**config.mk**
```make
export PLATFORM = sky130hd
export DESIGN_NAME = calc_sequencer
export DESIGN_NICKNAME = d
export VERILOG_FILES = /design/src/rtl/calc_sequencer.sv
export SDC_FILE = /design/constraint.sdc
export NUM_CORES = 1
export LEC_CHECK = 0
export ABC_CLOCK_PERIOD_IN_PS = 4520
export BUFFER_PORTS_ARGS = -buffer_cell sky130_fd_sc_hd__buf_2
export CORE_ASPECT_RATIO = 1.75
export CORE_MARGIN = 4
export CORE_UTILIZATION = 50
export DETAILED_ROUTE_END_ITERATION = 6
export MAX_ROUTING_LAYER = met4
export PLACE_DENSITY = 0.64
export SETUP_SLACK_MARGIN = 0.5
export SLEW_MARGIN = 25
export SYNTH_ARGS = -nofsm -noshare
export SYNTH_HDL_FRONTEND = slang
export SYNTH_SLANG_ARGS = --single-unit
```
**constraint.sdc**
```tcl
create_clock -name clk -period 4.52 [get_ports clk]
set_input_delay 0.904 -clock clk [delete_from_list [all_inputs] [get_ports clk]]
set_output_delay 0.904 -clock clk [all_outputs]
set_load 0.03 [all_outputs]
```
**src/rtl/calc_sequencer.sv**
```systemverilog
// Four-bit pushbutton calculator: a debounced confirm button steps through
// operand A entry, operand B/op entry, a single calculate cycle and result display.
module calc_sequencer #(
    parameter int unsigned DEBOUNCE_CYCLES = 1_000_000
) (
    input  logic       clk,
    input  logic       reset,
    input  logic       btn_confirm,
    input  logic [3:0] sw,
    input  logic [1:0] op_sel,
    output logic       confirmed_operand1,
    output logic       confirmed_operand2,
    output logic [3:0] result,
    output logic       flag,
    output logic       busy
);

    typedef enum logic [1:0] {ENTER_A, ENTER_B, CALC, SHOW} state_t;

    localparam logic [23:0] CNT_LAST = 24'(DEBOUNCE_CYCLES - 1);

    logic [1:0]  sync_reg;
    logic        db_reg;
    logic        db_prev_reg;
    logic [23:0] cnt_reg;
    logic        press;

    state_t      state_reg;
    state_t      state_next;

    logic [3:0]  op_a_reg;
    logic [3:0]  op_b_reg;
    logic [1:0]  op_reg;
    logic        co1_reg;
    logic        co2_reg;
    logic [3:0]  result_reg;
    logic        flag_reg;

    logic [4:0]  sum;
    logic [7:0]  prod;
    logic [3:0]  result_next;
    logic        flag_next;

    // Synchroniser, then the debounced level only follows a run of mismatching samples.
    always_ff @(posedge clk) begin
        if (reset) begin
            sync_reg    <= 2'b00;
            db_reg      <= 1'b0;
            db_prev_reg <= 1'b0;
            cnt_reg     <= '0;
        end else begin
            sync_reg    <= {sync_reg[0], btn_confirm};
            db_prev_reg <= db_reg;
            if (sync_reg[1] != db_reg) begin
                if (cnt_reg == CNT_LAST) begin
                    db_reg  <= sync_reg[1];
                    cnt_reg <= '0;
                end else begin
                    cnt_reg <= cnt_reg + 24'd1;
                end
            end else begin
                cnt_reg <= '0;
            end
        end
    end

    assign press = db_reg & ~db_prev_reg;

    always_ff @(posedge clk) begin
        if (reset) begin
            state_reg <= ENTER_A;
        end else begin
            state_reg <= state_next;
        end
    end

    always_comb begin
        state_next = state_reg;
        busy       = 1'b0;
        case (state_reg)
            ENTER_A: if (press) state_next = ENTER_B;
            ENTER_B: if (press) state_next = CALC;
            CALC: begin
                busy       = 1'b1;
                state_next = SHOW;
            end
            SHOW:    if (press) state_next = ENTER_A;
            default: state_next = ENTER_A;
        endcase
    end

    assign sum  = {1'b0, op_a_reg} + {1'b0, op_b_reg};
    assign prod = 8'(op_a_reg) * 8'(op_b_reg);

    always_comb begin
        result_next = 4'd0;
        flag_next   = 1'b0;
        case (op_reg)
            2'b00: begin
                result_next = sum[3:0];
                flag_next   = sum[4];
            end
            2'b01: begin
                result_next = op_a_reg - op_b_reg;
                flag_next   = (op_a_reg < op_b_reg);
            end
            2'b10: begin
                result_next = prod[3:0];
                flag_next   = |prod[7:4];
            end
            default: begin
                if (op_b_reg == 4'd0) begin
                    flag_next = 1'b1;
                end else begin
                    result_next = op_a_reg / op_b_reg;
                end
            end
        endcase
    end

    // Operands are captured only on accepted presses; results only on the CALC->SHOW edge.
    always_ff @(posedge clk) begin
        if (reset) begin
            op_a_reg   <= 4'd0;
            op_b_reg   <= 4'd0;
            op_reg     <= 2'd0;
            co1_reg    <= 1'b0;
            co2_reg    <= 1'b0;
            result_reg <= 4'd0;
            flag_reg   <= 1'b0;
        end else begin
            case (state_reg)
                ENTER_A: begin
                    if (press) begin
                        op_a_reg <= sw;
                        co1_reg  <= 1'b1;
                    end
                end
                ENTER_B: begin
                    if (press) begin
                        op_b_reg <= sw;
                        op_reg   <= op_sel;
                    end
                end
                CALC: begin
                    result_reg <= result_next;
                    flag_reg   <= flag_next;
                    co2_reg    <= 1'b1;
                end
                SHOW: begin
                    if (press) begin
                        co1_reg    <= 1'b0;
                        co2_reg    <= 1'b0;
                        result_reg <= 4'd0;
                        flag_reg   <= 1'b0;
                    end
                end
                default: ;
            endcase
        end
    end

    assign confirmed_operand1 = co1_reg;
    assign confirmed_operand2 = co2_reg;
    assign result             = result_reg;
    assign flag               = flag_reg;

endmodule

```
After elaboration in Yosys (flattened, before gate mapping) --
Index checks and enable logic that the tools add are counted.
Word-level totals: bits in registers 47, bits in latches 0, RAM bits 0, memory bits (read-only) 0, bits of input ports 9, output and inout bits 8, word-level logic and storage cells 60, memories 0
Operators by class: $add $sub $neg 3, $mul 1, divide/modulo/power cells 1, order comparisons 1, equal/unequal tests 10, shift-type cells 0, multiplexer cells 16, bitwise operators 3, reduce and logical (&&, ||, !) cells 13
Operators by type and width (count):
- $add A24 B1 Y24 const B | 1
- $eq A24 B20 Y1 const B | 1
- $pmux W4 S3 | 1
- $mul A4 B4 Y8 | 1
- $mux W4 | 2
- $pmux W2 S4 | 1
- $pmux W4 S2 | 1
- $reduce_and A2 Y1 | 4
- $eq A2 B2 Y1 const B | 3
- $mux W2 | 3
- $ne A2 B2 Y1 const B | 3
- $pmux W1 S2 | 3
- $reduce_and A3 Y1 | 2
- $add A4 B4 Y5 | 1
- $div A4 B4 Y4 | 1
- $eq A2 B1 Y1 const B | 2
- $logic_not A2 Y1 | 2
- $logic_not A4 Y1 | 1
- $lt A4 B4 Y1 | 1
- $mux W1 | 4
- $reduce_bool A2 Y1 | 2
- $reduce_or A4 Y1 | 1
- $sub A4 B4 Y4 | 1
- $pmux W1 S3 | 1
- 4 further kinds | 5

Logic depth before layout (Yosys ltp) --
Gate-level depths: netlist of the first run.
depth in word-level cells 4, depth in mapped cells 20, gate-level depth less buffers 20

Least setup slack after synthesis of the first run --
OpenSTA, ideal clock, no wires.
kind register to register, start point register op_b_reg[0], end point register result_reg[0], in the netlist result[0], arrival 3.841 ns, required time 4.389 ns, path slack 0.547 ns, stages on the path, launching flop included 19, path buffers 0, period minus slack after synthesis 3.973 ns, cells stage by stage dfxtp_1 -> inv_1 -> ha_1 -> nor4b_1 -> a2bb2oi_1 -> ha_1 -> o21a_1 -> o211ai_1 -> o21ai_0 -> ha_1 -> o21a_1 -> o21ai_0 -> a21oi_1 -> mux2_2 -> ha_1 -> a21oi_1 -> o21ai_0 -> a221oi_1 -> nor3_1
On the way: word-level cells in the longest chain between the ends 4
RTL lines:
- start: declaration | line 32 | logic [3:0] op_b_reg;
- start signal: assignment | line 141 | op_b_reg <= sw;
- $div A4 B4 Y4 or $logic_not A4 Y1 (tied branches) | line 115, 112
- $mux W4 | line 112 | if (op_b_reg == 4'd0) begin
- $pmux W4 S3 * | line 98 | case (op_reg)
- $pmux W4 S2 * | line 132 | case (state_reg)
- end signal: assignment | line 146 | result_reg <= result_next;
- end: declaration | line 36 | logic [3:0] result_reg;
Every way passes the cells marked *; elsewhere a longest branch is shown, timed or not. A chain may end at the register's enable or synchronous reset.

Worst setup path after layout of the first run --
start point register op_b_reg[1], end point register result_reg[0], in the netlist result[0]
On the way: word-level cells in the longest chain between the ends 4
RTL lines (line):
- $div A4 B4 Y4 or $logic_not A4 Y1 (tied branches) | 115, 112
- $mux W4 * | 112
- $pmux W4 S3 * | 98
- $pmux W4 S2 * | 132
Marks and branches as above.

==> out/results.txt, run 1 <==
Cells after Synth: 356
top cells by count, synth: dfxtp_1 (47), ha_1 (39), nor2_1 (36)
Slew @ Worst Pin: 805.6 ps
Worst Hold Launch: sync_reg[0]
Rel. slew slack: 46.29%
iteration count of the initial detailed-routing pass: 4
nets@finish: 431
internal power: 0.0006045 W
Final ANT Viol Nets: 0
Psw: 0.0001927 W
Multi-input gate area: 0.002022 mm²
Storage cell area: 942.2 µm²
Die H: 111.6 µm
Final HPWL DP: 4.915 mm
Synth-to-Final Area Change: 10.77%
crit-path cells: nor3_1, a2bb2oi_2, ha_1, o21a_1, o211ai_1, buf_4, nand2_1, o21ai_2, ha_1, o21a_1, o21ai_1, a21oi_2, buf_4, mux2_2, ha_1, nand2_1, o21ai_1, a221oi_2, nor3_1
CP max FO: 9
Synth cell types: 43
max reg flops: 24
ranking of synthesized cells by area: dfxtp_1 (31%), ha_1 (16%), xor2_1 (4.9%)
row cnt: 37
num ports: 17
Seq pwr share: 53.4%
post-synthesis sequential area ratio: 30.67%
# clock sinks: 47
Max Slew Vio Count: 0
Post-synth EDFFs: 0
slowest CP cell: dfxtp_1
gp weighted congestion: 0.8722
setup_tns: 0 ps
core box area: 0.005926 mm²
Root Buffer Master: clkbuf_8
Worst Hold Class: reg -> reg
Final setup violation count: 0
CTS tree: yes
RSZ-0062 raised after global routing: no
Starting Density: 51.77%
Syn Std Cell Area: 0.003068 mm²
ant diodes: 0
syn nets: 410
gr usage total: 19.55%
crit end category: flip-flop
vias in the first global route: 2469
CTS Hold Bufs: 0
Worst Path Required: 4710 ps
routed len/inst: 14.34 µm
die area: 0.007503 mm²
CP arrival: 4070 ps
VDD IR max: 0.2276 mV
first-pass GRT wire length: 11.14 mm
Vias: 2482
asr flop ratio synth: 0%
number of placed cells counting well taps: 443
Clock transition at path regs: 100 ps
maxcap violations: 0
Power Dens Cells: 234.6 mW/mm²
Setup crit start: op_b_reg[1]
Hold Slack: 450.3 ps
Comb pwr share: 8.5%
Clock Power Share: 38.2%
highest clock rate: 258.1 MHz
Pleak: 1.400 nW
overflow left after global routing: 0
CP dominant cell by count: ha_1
Top FF cell, synth: dfxtp_1
final instance area: 0.003398 mm²
final clock skew: 14.23 ps
Fillers: 588
Synth top area share: 30.67%
largest incremental delay on the critical path: 420 ps
DRC: 0
Die Width: 67.22 µm
Hold Vio Cnt, Final: 0
Synth Area per Inst: 8.618 µm²
YS warnings: 0
H-tree Lvls: 2
Post-Route WL: 6.524 mm
#FFs+latches synth: 47
ratio of cells with drive above 1 in the final layout: 12.73%
Buffers & Inverters on Critical Path: 2
period utilisation layout: 85.71%
area leader, netlist: dfxtp_1
TritonCTS Buffers: 5
WS Path Type: reg -> reg
Layout Cells excl Fill: 455
Sw Share: 24.17%
Tmin final: 3874 ps
placed cell area: 0.003216 mm²
delay-heaviest family, CP: compound AO/OA/AOI/OAI gates
port bufs: 16
crit path launch type: flip-flop
outcome: completed
Initial DRC Count: 135
antenna violations before repair: 0
latest clock arrival within the worst-skew pair: 310 ps
top-count cell post-synth: dfxtp_1
Crit Reg-Reg Startpoint: op_b_reg[1]
deepest clock path buffer count: 2
DR vias/cell: 5.455
largest net degree at the start of global routing: 25
[metrics by stage]
| stage | utilization (%) | power, W | worst slack, ps |
|---|---|---|---|
| after detailed placement | 54.27 | 0.0005038 | 458.2 |
| final | 57.35 | 0.0007972 | 645.9 |
| after global placement | 54.27 | 0.0005028 | 549.4 |
| after CTS | 56.38 | 0.0008089 | 504.6 |
| after floorplan | - | 0.0004858 | 547.3 |
| after global routing | 57.35 | 0.0008333 | 361.0 |
[area by class of cell]
| type | count | area share [%] |
|---|---|---|
| tap | 78 | 2.872 |
| clock buffer | 6 | 2.135 |
| sequential | 47 | 27.72 |
| multi-input combinational | 275 | 59.50 |
| clock inverter | 1 | 0.8837 |
| inverter | 23 | 2.541 |
| timing repair buffer | 25 | 4.345 |
[routing by layer]
metal | part of all wire [%] | wire, µm | track usage, % | vias up
met5 | 0 | 0 | - | -
met3 | 2.5 | 161 | 3.532 | 8
li1 | - | - | - | 1276
met1 | 42 | 2709 | 22.19 | 1166
met2 | 54 | 3541 | 33.57 | 32
met4 | 1.7 | 112 | 6.504 | 0
[worst paths after layout]
kind            endpoint  slack [ps]  depth (start not counted)
min          sync_reg[1]         450                          1
min reg2reg  sync_reg[1]         450                          1
max            result[0]         650                         19
max reg2reg    result[0]         650                         19
[power by group through the flow]
| stage | Clock, W | Sequential (W) | Combinational, W |
|---|---|---|---|
| floorplan | 0 | 0.000435 | 0.0000506 |
| global placement | 0 | 0.000436 | 0.0000673 |
| detailed placement | 0 | 0.000435 | 0.0000684 |
| CTS | 0.000315 | 0.000426 | 0.0000685 |
| global route | 0.000329 | 0.000427 | 0.0000772 |
| finish | 0.000304 | 0.000426 | 0.0000675 |
[cells by family (layout without fill, tap and decap cells)]
logic type / after synthesis / count (layout) / share of synthesized area [%]
fa+ha+maj: 45 / 45 / 19.82
compound gates: 58 / 58 / 11.54
buf+inv: 34 / 55 / 4.772
simple gates: 137 / 137 / 22.80
mux: 6 / 6 / 2.121
xor+xnor: 29 / 29 / 8.279
flops: 47 / 47 / 30.67
[placed cells by master, fill, tap and decap left out, drive strengths merged, types with 12 or more instances in the layout]
cell type  synthesis  routed
nor2              36      36
ha                39      39
nand3             23      23
nand2             35      35
buf                3      25
a21oi             24      24
inv               23      23
dfxtp             47      47
xor2              17      17
xnor2             12      12
[repair_timing]
action,4_1_cts,5_1_grt
endpoints found under the setup margin,1,1
pin swaps,3,8
gates resized for setup,0,13
buffers inserted,3,2
Power figures use the tool's default switching activity.
==> inputs of run 2 (changes only) <==
--- a/config.mk
+++ b/config.mk
@@ -5,14 +5,16 @@
 export SDC_FILE = /design/constraint.sdc
 export NUM_CORES = 1
 export LEC_CHECK = 0
-export ABC_CLOCK_PERIOD_IN_PS = 4520
+export ABC_CLOCK_PERIOD_IN_PS = 3900
 export BUFFER_PORTS_ARGS = -buffer_cell sky130_fd_sc_hd__buf_2
+export CELL_PAD_IN_SITES_DETAIL_PLACEMENT = 0
+export CELL_PAD_IN_SITES_GLOBAL_PLACEMENT = 1
 export CORE_ASPECT_RATIO = 1.75
 export CORE_MARGIN = 4
-export CORE_UTILIZATION = 50
+export CORE_UTILIZATION = 47
 export DETAILED_ROUTE_END_ITERATION = 6
 export MAX_ROUTING_LAYER = met4
-export PLACE_DENSITY = 0.64
+export PLACE_DENSITY = 0.77
 export SETUP_SLACK_MARGIN = 0.5
 export SLEW_MARGIN = 25
 export SYNTH_ARGS = -nofsm -noshare
==> constraint.sdc (replaced) <==
create_clock -name clk -period 3.9 [get_ports clk]
set_input_delay 0.78 -clock clk [delete_from_list [all_inputs] [get_ports clk]]
set_output_delay 0.78 -clock clk [all_outputs]
set_load 0.03 [all_outputs]
==> out/results.txt, run 2 (synthesis gave the netlist of run 1 again) <==
gr usage total: 19.51% (was 19.55%)
CTS tree: yes (unchanged)
placed cell area: 0.003291 mm² (was 0.003216 mm²)
crit path capture: result[0] (unchanged)
setup_tns: 0 ps (unchanged)
worst-case reg-to-reg path depth: 21 (was 19)
Final ANT Viol Nets: 0 (unchanged)
outcome: completed (unchanged)
CP dominant cell by count: buf_4 (was ha_1)
slowest CP cell: dfxtp_4 (was dfxtp_1)
H-tree Lvls: 2 (unchanged)
# clock sinks: 47 (unchanged)
Initial DRC Count: 78 (was 135)
Root Buffer Master: clkbuf_8 (unchanged)
ant diodes: 0 (unchanged)
core box area: 0.006276 mm² (was 0.005926 mm²)
max reg flops: 24 (unchanged)
first-pass GRT wire length: 11.94 mm (was 11.14 mm)
latest clock arrival within the worst-skew pair: 310 ps (about the same)
CP arrival: 3950 ps (was 4070 ps)
most common cell after layout, fill and taps aside: dfxtp_1 (unchanged)
routed len/inst: 15.68 µm (was 14.34 µm)
Worst R2R Setup Slack: 140 ps (was 650 ps)
largest net degree at the start of global routing: 25 (unchanged)
DP Worst Slack: 131.3 ps (was 458.2 ps)
gp weighted congestion: 0.8885 (was 0.8722)
crit-path cells: inv_4, ha_4, nor4b_4, a2bb2oi_2, ha_1, o21a_1, o211ai_1, o21ai_2, buf_4, buf_4, buf_4, buf_4, buf_4, buf_4, buf_4, mux2_4, ha_4, a21oi_2, o21ai_2, a221oi_2, nor3_1 (was nor3_1, a2bb2oi_2, ha_1, o21a_1, o211ai_1, buf_4, nand2_1, o21ai_2, ha_1, o21a_1, o21ai_1, a21oi_2, buf_4, mux2_2, ha_1, nand2_1, o21ai_1, a221oi_2, nor3_1)
Sw Share: 27.19% (was 24.17%)
Pleak: 1.487 nW (was 1.400 nW)
Max Slew Vio Count: 0 (unchanged)
Clock transition at path regs: 100 ps (about the same)
Setup crit start: op_b_reg[0] (was op_b_reg[1])
nets@finish: 445 (was 431)
CP max FO: 3 (was 9)
maxcap violations: 0 (unchanged)
crit path launch type: flip-flop (unchanged)
Final setup violation count: 0 (unchanged)
WS Path Type: reg -> reg (unchanged)
deepest clock path buffer count: 2 (unchanged)
num ports: 17 (unchanged)
Clock Power Share: 34.6% (was 38.2%)
iteration count of the initial detailed-routing pass: 4 (unchanged)
Hold Vio Cnt, Final: 0 (unchanged)
Worst Hold Class: reg -> reg (unchanged)
Post-Route WL: 7.403 mm (was 6.524 mm)
Rel. slew slack: 44.76% (was 46.29%)
RSZ-0062 raised after global routing: yes (was no)
die area: 0.007935 mm² (was 0.007503 mm²)
Die Width: 69.08 µm (was 67.22 µm)
final instance area: 0.003608 mm² (was 0.003398 mm²)
highest clock rate: 265.8 MHz (was 258.1 MHz)
VDD IR max: 0.2720 mV (was 0.2276 mV)
DR vias/cell: 5.470 (was 5.455)
Slew @ Worst Pin: 828.7 ps (was 805.6 ps)
Final HPWL DP: 5.505 mm (was 4.915 mm)
Comb pwr share: 9.2% (was 8.5%)
overflow left after global routing: 0 (unchanged)
DRC: 0 (unchanged)
TritonCTS Buffers: 5 (unchanged)
Worst Path Required: 4090 ps (was 4710 ps)
largest incremental delay on the critical path: 360 ps (was 420 ps)
antenna violations before repair: 0 (unchanged)
Tmin final: 3762 ps (was 3874 ps)
worst r2r dst: result[0] (unchanged)
port bufs: 16 (unchanged)
final clock skew: 8.658 ps (was 14.23 ps)
internal power: 0.0006384 W (was 0.0006045 W)
Vias: 2582 (was 2482)
crit end category: flip-flop (unchanged)
Synth-to-Final Area Change: 17.62% (was 10.77%)
Setup WS post-layout: 138.3 ps (was 645.9 ps)
Seq pwr share: 56.2% (was 53.4%)
ratio of cells with drive above 1 in the final layout: 19.39% (was 12.73%)
Crit Reg-Reg Startpoint: op_b_reg[0] (was op_b_reg[1])
Psw: 0.0002383 W (was 0.0001927 W)
Power Dens Cells: 243.0 mW/mm² (was 234.6 mW/mm²)
total power: 0.0008767 W (was 0.0007972 W)
vias in the first global route: 2651 (was 2469)
Starting Density: 48.88% (was 51.77%)
commonest non-fill, non-tap cells in the layout: dfxtp_1 (44), nor2_1 (36), nand2_1 (35), ha_1 (34) (was dfxtp_1 (46), ha_1 (38), nor2_1 (36), nand2_1 (35), nand3_1 (23))
row cnt: 38 (was 37)
period utilisation layout: 96.45% (was 85.71%)
Die H: 114.9 µm (was 111.6 µm)
run 2: cell count changes in the layout (fill, tap and decap cells not counted), sizes merged:
cell	delta
buf	+14
clkinv	+2
bufinv	-1
clkbuf	-1
inv	+1
run 2: area by class of cell:
type / count / area (µm²)
Tap cell: 80 / 100.1
Inverter: 23 / 88.84
Fill cell: 615 / 2668
Clock buffer: 5 / 68.82
Clock inverter: 3 / 18.77
Multi-Input combinational cell: 275 / 2132
Sequential cell: 47 / 947.2
Timing Repair Buffer: 39 / 252.7
run 2: what timing repair did:
| action | 4_1_cts | 5_1_grt |
|---|---|---|
| setup endpoints to repair | 2 | 2 |
| pin swaps | 10 | 11 |
| resized for setup | 7 | 10 |
| buffers inserted | 13 | 3 |
| hold buffers | 0 | 0 |
run 2: stage by stage:
step           hold slack [ps]  std cells  util, %
6_report                 455.8        472    57.50
5_1_grt                  464.8        472    57.50
4_1_cts                  460.7        469    56.02
3_5_place_dp             441.7        448    52.43
3_3_place_gp             429.7        448    52.43
2_1_floorplan            413.8        356        -
run 2: metal layers:
layer / vias up / share of wire, % / global-route usage (%) / wire length [µm]
met1: 1210 / 38 / 18.34 / 2793
met3: 27 / 2.4 / 3.325 / 179
met5: - / 0 / - / 0
met4: 0 / 5.6 / 13.56 / 418
met2: 47 / 54 / 35.59 / 4012
li1: 1298 / - / - / -
run 2: worst max-delay path: cells and delay by family (launching register included):
kind | cells | cell delay (ps)
flops | 1 | 360
mux | 1 | 270
fa+ha+maj | 3 | 540
compound gates | 7 | 1240
buf+inv | 8 | 940
simple gates | 2 | 290
run 2: power groups by stage:
stage          clock network [W]  registers (W)   logic, W
3_3_place_gp                   0       0.000504  0.0000801
3_5_place_dp                   0       0.000504  0.0000807
4_1_cts                 0.000312       0.000493  0.0000812
5_1_grt                 0.000330       0.000494  0.0000902
2_1_floorplan                  0       0.000504  0.0000586
6_report                0.000303       0.000492  0.0000809
run 2: how the worst min path moves through the flow:
stage / slack, ps / startpoint / to / cells past startpoint
6_report: 460 / sync_reg[0] / sync_reg[1] / 1
5_1_grt: 460 / sync_reg[0] / sync_reg[1] / 1
4_1_cts: 460 / sync_reg[0] / sync_reg[1] / 1
3_5_place_dp: 440 / sync_reg[0] / sync_reg[1] / 1
3_3_place_gp: 430 / sync_reg[0] / sync_reg[1] / 1
2_1_floorplan: 410 / sync_reg[0] / sync_reg[1] / 1
==> inputs of run 3 (changes only) <==
--- a/config.mk
+++ b/config.mk
@@ -5,7 +5,7 @@
 export SDC_FILE = /design/constraint.sdc
 export NUM_CORES = 1
 export LEC_CHECK = 0
-export ABC_CLOCK_PERIOD_IN_PS = 3900
+export ABC_CLOCK_PERIOD_IN_PS = 4000
 export BUFFER_PORTS_ARGS = -buffer_cell sky130_fd_sc_hd__buf_2
 export CELL_PAD_IN_SITES_DETAIL_PLACEMENT = 0
 export CELL_PAD_IN_SITES_GLOBAL_PLACEMENT = 1
@@ -15,7 +15,6 @@
 export DETAILED_ROUTE_END_ITERATION = 6
 export MAX_ROUTING_LAYER = met4
 export PLACE_DENSITY = 0.77
-export SETUP_SLACK_MARGIN = 0.5
 export SLEW_MARGIN = 25
 export SYNTH_ARGS = -nofsm -noshare
 export SYNTH_HDL_FRONTEND = slang
==> constraint.sdc (replaced) <==
create_clock -name clk -period 4 [get_ports clk]
set_input_delay 0.8 -clock clk [delete_from_list [all_inputs] [get_ports clk]]
set_output_delay 0.8 -clock clk [all_outputs]
set_load 0.03 [all_outputs]
==> out/results.txt, run 3 (synthesis gave the netlist of run 1 again) <==
outcome: completed (unchanged)
commonest non-fill, non-tap cells in the layout: dfxtp_1 (45), ha_1 (37), nor2_1 (36), nand2_1 (35) (was dfxtp_1 (44), nor2_1 (36), nand2_1 (35), ha_1 (34))
final clock skew: 6.934 ps (was 8.658 ps)
Final setup violation count: 0 (unchanged)
num ports: 17 (unchanged)
crit path launch type: flip-flop (unchanged)
Pleak: 1.443 nW (was 1.487 nW)
Slew @ Worst Pin: 854.3 ps (was 828.7 ps)
first-pass GRT wire length: 12.12 mm (was 11.94 mm)
Clock transition at path regs: 90 ps (was 100 ps)
Final ANT Viol Nets: 0 (unchanged)
Rel. slew slack: 43.05% (was 44.76%)
antenna violations before repair: 0 (unchanged)
CP max FO: 3 (unchanged)
Starting Density: 48.88% (unchanged)
routed len/inst: 15.47 µm (was 15.68 µm)
nets@finish: 438 (was 445)
number of placed cells counting well taps: 452 (was 448)
row cnt: 38 (unchanged)
Power Dens Cells: 250.7 mW/mm² (was 243.0 mW/mm²)
Worst Path Required: 4190 ps (was 4090 ps)
ant diodes: 0 (unchanged)
CTS Hold Bufs: 0 (unchanged)
Worst Hold Class: reg -> reg (unchanged)
total power: 0.0008722 W (was 0.0008767 W)
most common cell after layout, fill and taps aside: dfxtp_1 (unchanged)
Fillers: 635 (was 615)
Tmin final: 3803 ps (was 3762 ps)
deepest clock path buffer count: 2 (unchanged)
M1 GR Usage: 19.53% (was 18.34%)
largest net degree at the start of global routing: 25 (unchanged)
overflow left after global routing: 0 (unchanged)
M3 GR Usage: 3.237% (was 3.325%)
VDD IR max: 0.3381 mV (was 0.2720 mV)
Root Buffer Master: clkbuf_8 (unchanged)
latest clock arrival within the worst-skew pair: 310 ps (about the same)
ratio of cells with drive above 1 in the final layout: 15.32% (was 19.39%)
routing usage on met2: 35.59% (unchanged)
DR vias/cell: 5.443 (was 5.470)
H-tree Lvls: 2 (unchanged)
WS Path Type: reg -> reg (unchanged)
Die H: 114.9 µm (unchanged)
Vias: 2531 (was 2582)
TritonCTS Buffers: 5 (unchanged)
vias in the first global route: 2645 (was 2651)
Max Slew Vio Count: 0 (unchanged)
Initial DRC Count: 91 (was 78)
# clock sinks: 47 (unchanged)
Final HPWL DP: 5.619 mm (was 5.505 mm)
Synth-to-Final Area Change: 13.42% (was 17.62%)
period utilisation layout: 95.07% (was 96.45%)
global route hottest layer: met2 (unchanged)
Hold Vio Cnt, Final: 0 (unchanged)
Layout Cells excl Fill: 465 (was 472)
Worst R2R Setup Slack: 200 ps (was 140 ps)
port bufs: 16 (unchanged)
highest clock rate: 263.0 MHz (was 265.8 MHz)
iteration count of the initial detailed-routing pass: 4 (unchanged)
Post-Route WL: 7.195 mm (was 7.403 mm)
Die Width: 69.08 µm (unchanged)
crit end category: flip-flop (unchanged)
DRC: 0 (unchanged)
maxcap violations: 0 (unchanged)
gr usage total: 19.68% (was 19.51%)
core box area: 0.006276 mm² (unchanged)
max reg flops: 24 (unchanged)
die area: 0.007935 mm² (unchanged)
gp weighted congestion: 0.8543 (was 0.8885)
CP arrival: 3990 ps (was 3950 ps)
CTS tree: yes (unchanged)
==> run 3: cell count changes in the layout (fill, tap and decap cells not counted), moves of 2 or more <==
cell | before | now
ha_1 | 34 | 37
a21oi_1 | 21 | 23
clkinv_2 | 2 | 0
buf_4 | 23 | 16
ha_4 | 5 | 2
==> run 3: final timing paths <==
check / from / end / cells after the start
max: op_b_reg[0] / result[0] / 20
min: result[2] / result[2] / 2
max reg2reg: op_b_reg[0] / result[0] / 20
min reg2reg: result[2] / result[2] / 2
==> run 3: area by class of cell <==
cell class / count / area (µm²) / share of cell area (%)
Multi-Input combinational cell: 275 / 2052 / 58.97
Tap cell: 80 / 100.1 / 2.877
Clock buffer: 7 / 86.33 / 2.481
Sequential cell: 47 / 943.4 / 27.11
Clock inverter: 1 / 8.758 / 0.2517
Inverter: 23 / 88.84 / 2.553
Timing Repair Buffer: 32 / 200.2 / 5.753
==> run 3: power by group <==
part            total, W  internal (W)  switching [W]
Combinational  0.0000773     0.0000247      0.0000526
Sequential      0.000480      0.000475     0.00000539
Clock           0.000314      0.000142       0.000172
Total           0.000872      0.000642       0.000230
==> run 3: routing by layer <==
metal  part of all wire [%]  vias up  wire length (µm)
li1                       -     1283                 -
met4                    6.1        0               439
met5                      0        -                 0
met1                     39     1180              2825
met3                    2.0       26               147
met2                     53       42              3783
==> run 3: what timing repair did <==
action,in CTS,in global routing
pin swaps,2,9
gates resized for setup,2,16
setup buffers,1,4
endpoints found under the setup margin,1,1
endpoints found under the hold margin,0,0
==> run 3: metrics by stage <==
stage	setup TNS (ps)	worst slack (ps)	utilization, %	cell area, µm²	hold WS [ps]
floorplan	0	27.29	-	3068	413.8
global placement	0	106.3	52.11	3271	431.5
detailed placement	-110.2	-110.2	52.11	3271	440.3
CTS	0	16.53	53.95	3386	462.9
global route	-63.84	-63.84	55.44	3480	485.6
finish	0	197.4	55.44	3480	454.9
==> run 3: critical path: stages (launching register included) <==
cell,delay (ps)
dfxtp_2,340
inv_4,60
ha_4,120
nor4b_4,210
a2bb2oi_2,190
ha_1,260
o21a_1,130
o211ai_1,280
buf_4,170
nand2_1,70
o21ai_2,80
ha_1,180
o21a_1,170
o21ai_2,80
a21oi_2,160
mux2_2,360
ha_1,290
a21oi_1,130
o21ai_0,90
a221oi_1,240
nor3_1,70
